**src/rtl/seq_circuit_driver.sv**
```systemverilog
// Steers a 2-bit up/down sequence circuit to a commanded count, optionally dithers around it, then pulses done.
// Latency: 1 + move steps (1 or 2) + 2*dwell cycles from accept to done; A is combinational from state.
// Backpressure: cmd_ready only while idle (including the done cycle); commands offered while busy are held off.
module seq_circuit_driver #(
    parameter int DW = 4
) (
    input  logic          clk,
    input  logic          rst_n,
    input  logic          cmd_valid,
    output logic          cmd_ready,
    input  logic [1:0]    cmd_target,
    input  logic [DW-1:0] cmd_dwell,
    output logic          A,
    input  logic          Y,
    output logic [1:0]    shadow,
    output logic          busy,
    output logic          done,
    output logic          err,
    input  logic          err_clr
);

    typedef enum logic [1:0] {
        IDLE  = 2'd0,
        MOVE  = 2'd1,
        DWELL = 2'd2
    } state_t;

    state_t        state, state_nxt;
    logic [1:0]    tgt, tgt_nxt;
    logic [DW-1:0] dwell_cnt, dwell_nxt;
    logic          dither;
    logic          phase, phase_nxt;
    logic          done_nxt;
    logic [1:0]    diff;
    logic          mismatch;

    assign diff      = tgt - shadow;
    assign cmd_ready = (state == IDLE);
    assign busy      = (state != IDLE);
    assign mismatch  = Y ^ (shadow == 2'b11);

    always_comb begin
        state_nxt = state;
        tgt_nxt   = tgt;
        dwell_nxt = dwell_cnt;
        phase_nxt = phase;
        done_nxt  = 1'b0;
        A         = 1'b0;
        case (state)
            IDLE: begin
                A = dither;
                if (cmd_valid) begin
                    tgt_nxt   = cmd_target;
                    dwell_nxt = cmd_dwell;
                    state_nxt = MOVE;
                end
            end
            MOVE: begin
                // odd distance is one step away; even distance steps up and lets the next cycle finish
                A = (diff == 2'd3);
                if (diff[0]) begin
                    if (dwell_cnt == '0) begin
                        state_nxt = IDLE;
                        done_nxt  = 1'b1;
                    end else begin
                        state_nxt = DWELL;
                        phase_nxt = 1'b0;
                    end
                end
            end
            DWELL: begin
                A         = phase;
                phase_nxt = ~phase;
                if (phase) begin
                    dwell_nxt = dwell_cnt - DW'(1);
                    if (dwell_cnt == DW'(1)) begin
                        state_nxt = IDLE;
                        done_nxt  = 1'b1;
                    end
                end
            end
            default: state_nxt = IDLE;
        endcase
    end

    always_ff @(posedge clk or negedge rst_n) begin
        if (!rst_n) begin
            state     <= IDLE;
            tgt       <= 2'b00;
            dwell_cnt <= '0;
            phase     <= 1'b0;
            dither    <= 1'b0;
            shadow    <= 2'b00;
            done      <= 1'b0;
            err       <= 1'b0;
        end else begin
            state     <= state_nxt;
            tgt       <= tgt_nxt;
            dwell_cnt <= dwell_nxt;
            phase     <= phase_nxt;
            dither    <= ~dither;
            shadow    <= A ? shadow - 2'd1 : shadow + 2'd1;
            done      <= done_nxt;
            err       <= mismatch | (err & ~err_clr);
        end
    end

endmodule

```
**config.mk**
```make
export PLATFORM = sky130hd
export DESIGN_NAME = seq_circuit_driver
export DESIGN_NICKNAME = d
export VERILOG_FILES = /design/src/rtl/seq_circuit_driver.sv
export SDC_FILE = /design/constraint.sdc
export NUM_CORES = 1
export LEC_CHECK = 0
export ABC_AREA = 0
export BUFFER_PORTS_ARGS = -buffer_cell sky130_fd_sc_hd__buf_4
export CORE_MARGIN = 1.5
export CORE_UTILIZATION = 25
export DETAILED_ROUTE_END_ITERATION = 10
export PLACE_DENSITY = 0.49
export SYNTH_ARGS = -nofsm -noshare
export SYNTH_HDL_FRONTEND = slang
export SYNTH_SLANG_ARGS = --single-unit
```
**constraint.sdc**
```tcl
create_clock -name clk -period 3.46 [get_ports clk]
set_clock_uncertainty 0.1 [all_clocks]
set_input_delay 0.346 -clock clk [delete_from_list [all_inputs] [get_ports clk]]
set_output_delay 0.346 -clock clk [all_outputs]
set_load 0.03 [all_outputs]
```
After elaboration in Yosys (flattened, before gate mapping)
Index checks and enable logic that the tools add are counted.

word-level totals
  register bits after elaboration = 14
  latch bits = 0
  memory bits (writable) = 0
  bits in read-only memories = 0
  output and inout bits = 7
  word-level logic and storage cells = 56
  memories = 0

cells by class
  add/sub/neg operators = 4
  $mul = 0
  div/mod/pow operators = 0
  order comparisons = 0
  eq/ne operators = 10
  shift-type cells = 0
  mux-type cells = 19
  bitwise logic cells = 6
  reduce and logical (&&, ||, !) cells = 9

operator list
  cell                 number
  $mux 2               6
  $ne 2x2->1 const B   5
  $mux 4               2
  $pmux 4 s2           1
  $eq 2x2->1 const B   3
  $mux 1               6
  $pmux 2 s3           1
  $reduce_and 3->1     2
  $reduce_bool 2->1    3
  $eq 4x1->1 const B   1
  $logic_not 4->1      1
  $pmux 1 s2           2
  $reduce_and 4->1     1
  $sub 4x1->4 const B  1
  $not 1->1            3
  $pmux 1 s3           1
  $add 2x1->2 const B  1
  $eq 2x1->1 const B   1
  $logic_not 2->1      1
  $reduce_and 2->1     1
  $sub 2x1->2 const B  1
  $sub 2x2->2          1
  $and 1x1->1          1
  $or 1x1->1           1
  $xor 1x1->1          1

Depth between registers and ports, before layout
Gate-level depths: netlist (run 1).

  depth after elaboration = 4
  depth in mapped cells = 7
  gate-level depth less buffers = 6

Least setup slack after synthesis (run 1)
OpenSTA, ideal clock, no wires.

  kind = register -> output
  from = reg shadow[0]
  to = out A
  data arrival time = 1.809 ns
  data required time = 3.014 ns
  path slack = 1.205 ns
  cell stages (with the launch flop) = 4
  cell sequence = dfrtp_1 > ha_1 > nand2b_1 > o31ai_1

between the ends
  longest elaborated chain between the ends = 3

RTL lines
  item                    RTL line  source
  start, declared         15        output logic [1:0] shadow,
  start signal, assigned  102       shadow <= A ? shadow - 2'd1 : shadow + 2'd1;
  $sub 2x2->2             37        assign diff = tgt - shadow;
  $eq 2x2->1              60        A = (diff == 2'd3);
  $pmux 1 s3              49        case (state)
  end, declared           13        output logic A,

No other way between the ends.

Worst setup path in the final report (run 1)
  from = reg state[0]
  to = out A

between the ends
  longest elaborated chain between the ends = 2

RTL lines
  item                                RTL line  source
  start, declared                     28        state_t state, state_nxt;
  start signal, assigned              97        state <= state_nxt;
  $eq 2x2->1 (tied with other cells)  49
  $pmux 1 s3 (*)                      49

Every way passes the cells marked *; elsewhere a longest branch is shown, timed or not.

==> run_results.csv, run 1 <==
group,metric,value,unit
outcome,status,"completed",
synth,syn-num-nets,108,
critical_path,critPathMaxStageDelay,440,ps
layout,nets,130,
global_route,grt_start_max_net_pins,15,
sta,finalCritPeriodShare,0.708,
synth,synth_top_cell_by_area,"dfrtp_1",
power,leakage,0.533,nW
critical_path,cp.arrival,2000,ps
power,p_seq_frac,0.289,
clock_tree,cts_buffers,3,
drt,ant_nets,0,
die,boundaryPins,18,
power,switching_share,0.439,
drt,post_drt_wl_per_cell,11.3,um
synth,synth_edf_count,0,
sta,drv_slew,0,
synth,ys_types,32,
critical_path,required,3010,ps
critical_path,end_kind,"primary output",
sta,fin_crit,2450,ps
sta,rsz0062_at_grt,"no",
place,gp_congestion,0.700,
drt,drt-pass1-iter-count,4,
drt,viasPerCell,4.27,
sta,hold_viol_final,0,
sta,setup_tns,0,ps
place,portBuffers,17,
power,pwr-share-comb,0.587,
clock_tree,clockBufferDepth,2,
die,coreArea,0.00334,mm^2
critical_path,path_max_fanout,12,
place,dp_hpwl,1.34,mm
synth,ys.flop_type,"dfrtp_1",
synth,synth_common_cells,"dfrtp_1 (14), inv_1 (11), ha_1 (9)",
synth,syn_avg_cell_area,9.91,um^2
sta,timing.fmax,408,MHz
synth,yosysSeqAreaShare,0.402,
synth,synth.ff_latch_count,14,
die,die_y,62.1,um
global_route,grt_pass1_wl,2.70,mm
critical_path,cp-start-kind,"flop",
drt,num_vias,662,
die,initial_core_util,0.261,
drt,drc,0,
die,die_w,62.1,um
layout,fillers,364,
clock_tree,clk_latency,280,ps
sta,tightestPinTransition,615,ps
place,place_area,0.00105,mm^2
drt,drt_iter0_markers,13,
synth,async_reset_ff_frac,1.00,
critical_path,worst_path_max_delay_cell,"ha_1",
layout,layout-drive-gt1-share,0.266,
synth,synth_cells,88,
global_route,grtUsageMet1,0.134,
synth,netlist.area_leader.share,0.402,
global_route,grt_usage,0.0956,
critical_path,crit_type,"flop to primary output",
layout,antenna_cells,0,
clock_tree,clk_pin_slew_worst_paths,100,ps
clock_tree,ctsRootBufferMaster,"clkbuf_4",
synth,yosysMostFrequentCell,"dfrtp_1",
die,dieArea,0.00385,mm^2
power,power.density,893,mW/mm^2
power,p_switching,430,uW
clock_tree,cts-resized-gates,0,
clock_tree,clock-sinks,14,
die,rows,21,
sta,slew_headroom,0.587,
layout,fin_area,0.00110,mm^2
global_route,overflow,0,
clock_tree,cts_tree,"yes",
sta,setup_viol,0,
drt,wl,1.74,mm
clock_tree,ctsHtreeMaxLevel,1,
global_route,grt_busiest_layer,"met2",
power,power.clock.fraction,0.124,
global_route,gr-usage-met3,0.0311,
hold_path,hold_path.class,"primary input to flop",
global_route,antenna_found_initial,0,
layout,syn2layout_area_growth,26.0,%
power,p_total,981,uW
synth,yosys-top-cells-area,"dfrtp_1 (40%), ha_1 (13%), mux2i_1 (5.7%), inv_1 (4.7%), nand2_1 (3.0%)",
synth,ys.warnings.count,0,
power,p_int,550,uW
global_route,grtUsageMet2,0.144,
power,ir_drop,0.307,mV
synth,netlist_area,872,um^2
critical_path,crit_path_cell_trace,"inv_1 -> ha_1 -> a22oi_1 -> or2_2 -> o31ai_1 -> buf_4",
global_route,grt_pass1_vias,617,
job,drv_cap,0,
## through the flow
step,hold slack [ps],util,instances,setup WS [ps]
floorplan,-49.6,-,88,1200
global placement,114,0.315,150,1340
detailed placement,114,0.315,150,1310
CTS,127,0.329,155,985
global route,135,0.329,155,812
finish,138,0.329,155,1010
## power groups by stage
stage          logic [mW]  registers [mW]  clock network, mW
2_1_floorplan       0.430           0.289                  0
3_3_place_gp        0.578           0.284                  0
3_5_place_dp        0.579           0.288                  0
4_1_cts             0.583           0.284              0.127
5_1_grt             0.643           0.294              0.134
6_report            0.576           0.283              0.122
## flip-flops by register name (all words and copies together) (netlist names)
| register | count |
|---|---|
| done | 1 |
| dwell_cnt | 4 |
| shadow | 2 |
| tgt | 2 |
| dither | 1 |
| state | 2 |
| phase | 1 |
| err | 1 |
## cell families after synthesis
kind of cell	after synthesis	share of synthesized area
fa+ha+maj	9	0.129
compound gates	17	0.131
simple gates	24	0.145
xor+xnor	4	0.0402
flops	14	0.402
mux	8	0.100
buf+inv	12	0.0531
## worst paths after layout
path / end / depth (start not counted) / slack [ps] / startpoint
setup / recovery: A / 6 / 1010 / state[0]$_DFFE_PN0P_
hold / removal: err$_DFF_PN0_ / 2 / 140 / err_clr
hold reg to reg: dither$_DFF_PN0_ / 1 / 330 / dither$_DFF_PN0_
setup reg to reg: dwell_cnt[2]$_DFFE_PN0P_ / 6 / 1340 / state[0]$_DFFE_PN0P_
min in group asynchronous: done$_DFF_PN0_ / 2 / 340 / rst_n
max in group asynchronous: tgt[0]$_DFFE_PN0P_ / 2 / 2740 / rst_n
## layer usage
metal / routed length, um / up-vias / share of wire
met1: 831 / 304 / 0.48
li1: - / 342 / -
met5: 0 / - / 0
met4: 20 / 0 / 0.011
met2: 832 / 14 / 0.48
met3: 59 / 2 / 0.034
## worst max-delay path: cells and delay by family (launching register included)
| family | cells | cell delay, ps |
|---|---|---|
| compound gates | 2 | 220 |
| flops | 1 | 430 |
| fa+ha+maj | 1 | 440 |
| buf+inv | 2 | 320 |
| simple gates | 1 | 310 |
## final cells by class
type | count | area, um^2 | area share
tap | 46 | 57.6 | 0.0524
timing repair buffer | 18 | 138 | 0.125
clock buffer | 4 | 36.3 | 0.0330
multi-input combinational | 62 | 475 | 0.433
inverter | 11 | 41.3 | 0.0376
sequential | 14 | 350 | 0.319
## what timing repair did
item                                   4_1_cts  5_1_grt
hold buffers                                 1        0
buffers inserted                             0        0
endpoints found under the hold margin       14        0
## layout by cell type (no fill, tap or decap), drive strengths merged, types with 4 or more instances in the layout
cell,netlist,routed
a21oi,5,5
inv,11,11
ha,9,9
clkbuf,0,4
mux2i,5,5
nand2,8,8
dfrtp,14,14
buf,1,17
Power figures use the tool's default switching activity.
==> run 2: changes to the inputs <==
--- a/config.mk
+++ b/config.mk
@@ -5,12 +5,12 @@
 export SDC_FILE = /design/constraint.sdc
 export NUM_CORES = 1
 export LEC_CHECK = 0
-export ABC_AREA = 0
+export ABC_AREA = 1
 export BUFFER_PORTS_ARGS = -buffer_cell sky130_fd_sc_hd__buf_4
 export CORE_MARGIN = 1.5
 export CORE_UTILIZATION = 25
 export DETAILED_ROUTE_END_ITERATION = 10
-export PLACE_DENSITY = 0.49
+export PLACE_DENSITY = 0.5
 export SYNTH_ARGS = -nofsm -noshare
 export SYNTH_HDL_FRONTEND = slang
 export SYNTH_SLANG_ARGS = --single-unit
==> constraint.sdc (replaced) <==
create_clock -name clk -period 2.05 [get_ports clk]
set_clock_uncertainty 0.1 [all_clocks]
set_input_delay 0.205 -clock clk [delete_from_list [all_inputs] [get_ports clk]]
set_output_delay 0.205 -clock clk [all_outputs]
set_load 0.03 [all_outputs]
==> run 2 against run 1 <==
Against the previous run: via count up 12%; power rose by 80%; largest cell class unchanged; first-iteration DRC count rose by 23%; die area rose by 0.97%; cell area increased by 9.1%.
==> run_results.csv, run 2 <==
group,metric,value,unit
outcome,status,"completed",
synth,yosysSeqAreaShare,0.398,
sta,setup_tns,0,ps
clock_tree,ctsHtreeMaxLevel,1,
job,drv_cap,0,
clock_tree,clk_latency,280,ps
critical_path,crit_path_cell_trace,"inv_4 -> ha_4 -> inv_2 -> o21ai_2 -> inv_1 -> nand2_1 -> nand2_1 -> inv_1 -> buf_4",
global_route,grt_usage,0.101,
synth,ys.warnings.count,0,
place,dp_slack,306,ps
layout,layout_commonest_cell,"nand2_1",
die,coreArea,0.00336,mm^2
sta,setup_viol,0,
synth,synth_edf_count,0,
critical_path,path_delay_family,"flip-flops",
synth,synth_common_cells,"nand2_1 (27), inv_1 (21), dfrtp_1 (14)",
place,dp.cells,174,
sta,hold_viol_final,0,
synth,synth.ff_latch_count,14,
layout,fin_cells,183,
global_route,gr-usage-met3,0.0417,
die,dieArea,0.00389,mm^2
sta,fin_crit,1900,ps
sta,tightestPinTransition,231,ps
power,power.density,1470,mW/mm^2
synth,ys.flop_type,"dfrtp_1",
critical_path,cp.arrival,1600,ps
die,die_y,62.4,um
drt,viasPerCell,4.05,
critical_path,path_buf_inv,5,
critical_path,end_kind,"primary output",
hold_path,hold_path.class,"primary input to flop",
global_route,antenna_found_initial,0,
clock_tree,clk_pin_slew_worst_paths,90,ps
global_route,grt_pass1_wl,3.14,mm
sta,drv_slew,0,
power,leakage,0.611,nW
sta,timing.fmax,525,MHz
drt,drc,0,
layout,post-route-util,0.356,
synth,syn_avg_cell_area,7.94,um^2
drt,drt_iter0_markers,16,
layout,top_register,"dwell_cnt",
layout,layout_common_cells,"nand2_1 (27), buf_4 (22), inv_1 (19)",
global_route,grtUsageMet2,0.170,
critical_path,worst_path_max_delay_cell,"dfrtp_2",
die,rows,21,
drt,drt-pass1-iter-count,4,
drt,wl,1.91,mm
clock_tree,clock-sinks,14,
layout,layout-drive-gt1-share,0.307,
place,dp_hpwl,1.42,mm
place,portBuffers,17,
synth,synth_top_cell_by_area,"dfrtp_1",
clock_tree,clockBufferDepth,2,
sta,slew_headroom,0.844,
drt,num_vias,742,
die,boundaryPins,18,
critical_path,path_max_fanout,4,
drt,post_drt_wl_per_cell,10.4,um
global_route,grt_busiest_layer,"met2",
layout,nets,158,
critical_path,crit_type,"flop to primary output",
global_route,grt_start_max_net_pins,15,
clock_tree,ctsRootBufferMaster,"clkbuf_4",
synth,yosysMostFrequentCell,"nand2_1",
sta,rsz0062_at_grt,"no",
sta,worst_hold_slack,31.4,ps
critical_path,critPathMaxStageDelay,460,ps
critical_path,required,1750,ps
global_route,grtUsageMet1,0.120,
sta,setup_ws,145,ps
synth,ys_types,19,
layout,syn2layout_area_growth,36.1,%
sta,finalCritPeriodShare,0.929,
layout,antenna_cells,0,
synth,yosys-top-cells-area,"dfrtp_1 (40%), ha_1 (13%), nand2_1 (12%), inv_1 (8.9%), nor2_1 (4.3%)",
place,gp_congestion,0.826,
clock_tree,cts_tree,"yes",
clock_tree,cts_buffers,3,
synth,netlist.area_leader.share,0.398,
synth,async_reset_ff_frac,1.00,
drt,ant_nets,0,
layout,largest_reg_flops,4,
global_route,overflow,0,
power,ir_drop,0.592,mV
global_route,grt_pass1_vias,707,
synth,synth_cells,111,
synth,netlist_area,881,um^2
die,die_w,62.4,um
critical_path,cp-start-kind,"flop",
synth,syn-num-nets,131,
die,initial_core_util,0.262,
[run 2: cell types whose count changed after synthesis, sizes merged, moves of 5 or more]
| cell | previous run | this run |
|---|---|---|
| o21ai | 3 | 10 |
| inv | 11 | 22 |
| mux2i | 5 | 0 |
| nand2 | 8 | 28 |
| nor2 | 3 | 11 |
[run 2: per-layer routing]
metal | wire [um] | vias up
met5 | 0 | -
met4 | 12 | 0
met3 | 120 | 2
met2 | 916 | 19
met1 | 859 | 326
li1 | - | 395
[run 2: kinds of logic (layout without fill, tap and decap cells)]
group	after synthesis	after routing	synth area share
buffers and inverters	23	49	0.107
AOI/OAI and AO/OA	18	18	0.136
and+or+nand+nor	45	45	0.212
xor gates and xnor gates	2	2	0.0199
DFF	14	14	0.398
adders and majority gates	9	9	0.128
[run 2: repair_timing]
item / 4_1_cts / 5_1_grt
hold buffers: 1 / 0
setup buffers: 0 / 4
endpoints found under the setup margin: 1 / 1
hold endpoints to repair: 14 / 0
gates resized for setup: 1 / 13
[run 2: worst register-to-register path: stages, from the launching register on]
cell and delay [ps]:
dfrtp_1 410, buf_4 150, ha_4 160, buf_4 160, nand2_4 70, o21ai_2 80, a21oi_4 210, inv_1 80
nand2_1 70, o21ai_2 50
[run 2: worst paths after layout]
kind,startpoint,end,slack (ps),cells after the start
max,state[0]$_DFFE_PN0P_,A,150,9
min,Y,err$_DFF_PN0_,30,3
max reg2reg,state[1]$_DFFE_PN0P_,dwell_cnt[3]$_DFFE_PN0P_,390,9
min reg2reg,dither$_DFF_PN0_,dither$_DFF_PN0_,320,1
max in group asynchronous,rst_n,state[0]$_DFFE_PN0P_,1450,2
min in group asynchronous,rst_n,tgt[1]$_DFFE_PN0P_,210,2
[run 2: per-stage QoR]
step,total power [mW],instance area (um^2)
4_1_cts,1.67,1110
2_1_floorplan,1.20,881
5_1_grt,1.95,1200
3_5_place_dp,1.45,1060
3_3_place_gp,1.44,1060
6_report,1.77,1200
[run 2: report_power, final]
part           total (mW)  leakage, nW  internal (mW)  switching (mW)
combinational        1.09        0.429          0.434           0.653
clock               0.203       0.0210          0.108          0.0947
sequential          0.476        0.161          0.385          0.0916
total                1.77        0.611          0.927           0.839
[run 2: cell type report]
type	count	area, um^2
fillers	381	2160
multi-input cells	74	493
well taps	46	57.6
flip-flops and latches	14	352
clock buffers	4	36.3
repair buffers	23	175
inverters	22	85.1
==> run 3: changes to the inputs <==
==> constraint.sdc (replaced) <==
create_clock -name clk -period 2.05 [get_ports clk]
set_clock_uncertainty 0.1 [all_clocks]
set_input_delay 0.1025 -clock clk [delete_from_list [all_inputs] [get_ports clk]]
set_output_delay 0.1025 -clock clk [all_outputs]
set_load 0.03 [all_outputs]
==> run 3 against run 2 <==
Against the previous run: critical path depth fell by 2; sequential share of layout area is 0.49 points higher; sequential power about the same; core utilization decreased by 0.71 points; clock power is 24% lower; critical path type unchanged; largest cell class unchanged; largest power group unchanged.
==> run_results.csv, run 3 (synthesized netlist as in run 2, its figures left out) <==
group,metric,value,unit
outcome,status,"completed",
clock_tree,clk_pin_slew_worst_paths,80,ps
drt,num_vias,763,
hold_path,holdPathStages,5,
place,dp_hpwl,1.35,mm
layout,syn2layout_area_growth,33.4,%
layout,fin_area,0.00117,mm^2
critical_path,path_buf_inv,2,
clock_tree,clock-sinks,14,
sta,setup_ws,181,ps
critical_path,critPathMaxStageDelay,440,ps
die,die_y,62.4,um
clock_tree,cts_buffers,3,
sta,drv_slew,0,
critical_path,worst_r2r_endpoint,"dwell_cnt[1]$_DFFE_PN0P_",
sta,slew_headroom,0.844,
layout,post-route-util,0.349,
global_route,grt_pass1_wl,3.10,mm
drt,wl,1.76,mm
sta,timing.fmax,535,MHz
critical_path,cp.arrival,1670,ps
sta,worst_hold_slack,39.6,ps
layout,layout-drive-gt1-share,0.232,
global_route,overflow,0,
critical_path,path_max_fanout,5,
die,rows,21,
critical_path,worst-r2r-cell-count,7,
place,place_area,0.00105,mm^2
clock_tree,ctsHtreeMaxLevel,1,
job,drv_cap,0,
power,power.density,1380,mW/mm^2
critical_path,rr_startpoint,"state[1]$_DFFE_PN0P_",
sta,rsz0062_at_grt,"no",
hold_path,hold_path_startpoint,"cmd_dwell[0]",
sta,hold_viol_final,0,
layout,top_register,"dwell_cnt",
critical_path,path_common_cell,"nand2_1",
drt,drt-pass1-iter-count,4,
global_route,grtUsageMet1,0.125,
hold_path,hold_path.class,"primary input to flop",
clock_tree,clockBufferDepth,2,
drt,post_drt_wl_per_cell,9.58,um
layout,antenna_cells,0,
layout,multi_input_area,454,um^2
hold_path,holdPathEnd,"dwell_cnt[0]$_DFFE_PN0P_",
clock_tree,ctsRootBufferMaster,"clkbuf_4",
sta,setup_viol,0,
sta,setup_tns,0,ps
global_route,grtUsageMet2,0.166,
drt,ant_nets,0,
layout,largest_reg_flops,4,
critical_path,cp-start-kind,"flop",
critical_path,crit_type,"flop to primary output",
layout,fillers,371,
die,die_w,62.4,um
critical_path,worst_path_max_delay_cell,"dfrtp_1",
layout,seq_area,350,um^2
clock_tree,postCtsSetupBuffers,0,
die,dieArea,0.00389,mm^2
critical_path,required,1850,ps
layout,layout_commonest_cell,"nand2_1",
power,ir_drop,0.438,mV
drt,drt_iter0_markers,6,
global_route,grt_start_max_net_pins,15,
critical_path,path_delay_family,"flip-flops",
global_route,grt_usage,0.0997,
critical_path,reg2reg_setup_slack,530,ps
die,initial_core_util,0.262,
power,leakage,0.603,nW
sta,finalCritPeriodShare,0.912,
clock_tree,cts_tree,"yes",
place,portBuffers,17,
critical_path,crit_path_cell_trace,"ha_1 -> nor2_1 -> nand3_1 -> nand2_1 -> nand2_1 -> inv_1 -> buf_4",
global_route,antenna_found_initial,0,
sta,fin_crit,1870,ps
drt,drc,0,
layout,nets,160,
global_route,gr-usage-met3,0.0380,
global_route,grt_pass1_vias,762,
global_route,grt_busiest_layer,"met2",
sta,tightestPinTransition,231,ps
layout,layout_common_cells,"nand2_1 (27), inv_1 (19), buf_4 (17)",
clock_tree,clk_latency,280,ps
die,boundaryPins,18,
drt,viasPerCell,4.15,
place,gp_congestion,0.735,
place,dp_slack,240,ps
critical_path,end_kind,"primary output",
die,coreArea,0.00336,mm^2
[run 3: cell types whose count changed in the layout (fill, tap and decap cells not counted), moves of 2 or more]
cell	before	now
ha_2	0	2
ha_4	4	1
buf_4	22	17
dlygate4sd3_1	1	8
[run 3: through the flow]
stage / power, mW / std cells
finish: 1.62 / 184
floorplan: 1.20 / 111
detailed placement: 1.44 / 173
global route: 1.80 / 184
global placement: 1.42 / 173
CTS: 1.63 / 184
[run 3: worst min-delay path: stages]
cell	delay, ps
buf_4	70
nand2_1	40
o21ai_0	60
nand2_1	50
o21ai_0	60
[run 3: worst max-delay path by stage]
stage / from / slack, ps / cells after the start / end
2_1_floorplan: state[0]$_DFFE_PN0P_ / 250 / 8 / A
3_3_place_gp: state[0]$_DFFE_PN0P_ / 280 / 7 / dwell_cnt[3]$_DFFE_PN0P_
3_5_place_dp: state[0]$_DFFE_PN0P_ / 240 / 7 / dwell_cnt[3]$_DFFE_PN0P_
4_1_cts: state[0]$_DFFE_PN0P_ / 100 / 9 / A
5_1_grt: state[1]$_DFFE_PN0P_ / 30 / 9 / A
6_report: shadow[0]$_DFF_PN0_ / 180 / 7 / A
[run 3: timing repair]
item / CTS / global route
resized for setup: 1 / 5
hold buffers: 8 / 0
endpoints found under the hold margin: 20 / 0
setup endpoints to repair: 1 / 1
[run 3: area by class of cell]
type / instances / share of cell area
Multi-Input combinational cell: 74 / 0.387
Sequential cell: 14 / 0.298
Timing Repair Buffer: 25 / 0.177
Inverter: 22 / 0.0703
Tap cell: 46 / 0.0490
Clock buffer: 3 / 0.0192
[run 3: power breakdown]
part / switching (mW) / internal [mW]
Clock: 0.0873 / 0.0681
Combinational: 0.602 / 0.387
Sequential: 0.0900 / 0.383
Total: 0.780 / 0.838
[run 3: routing by layer]
| layer | vias to the layer above | part of all wire |
|---|---|---|
| li1 | 396 | - |
| met5 | - | 0 |
| met1 | 346 | 0.47 |
| met4 | 0 | 0.0068 |
| met2 | 19 | 0.47 |
| met3 | 2 | 0.053 |
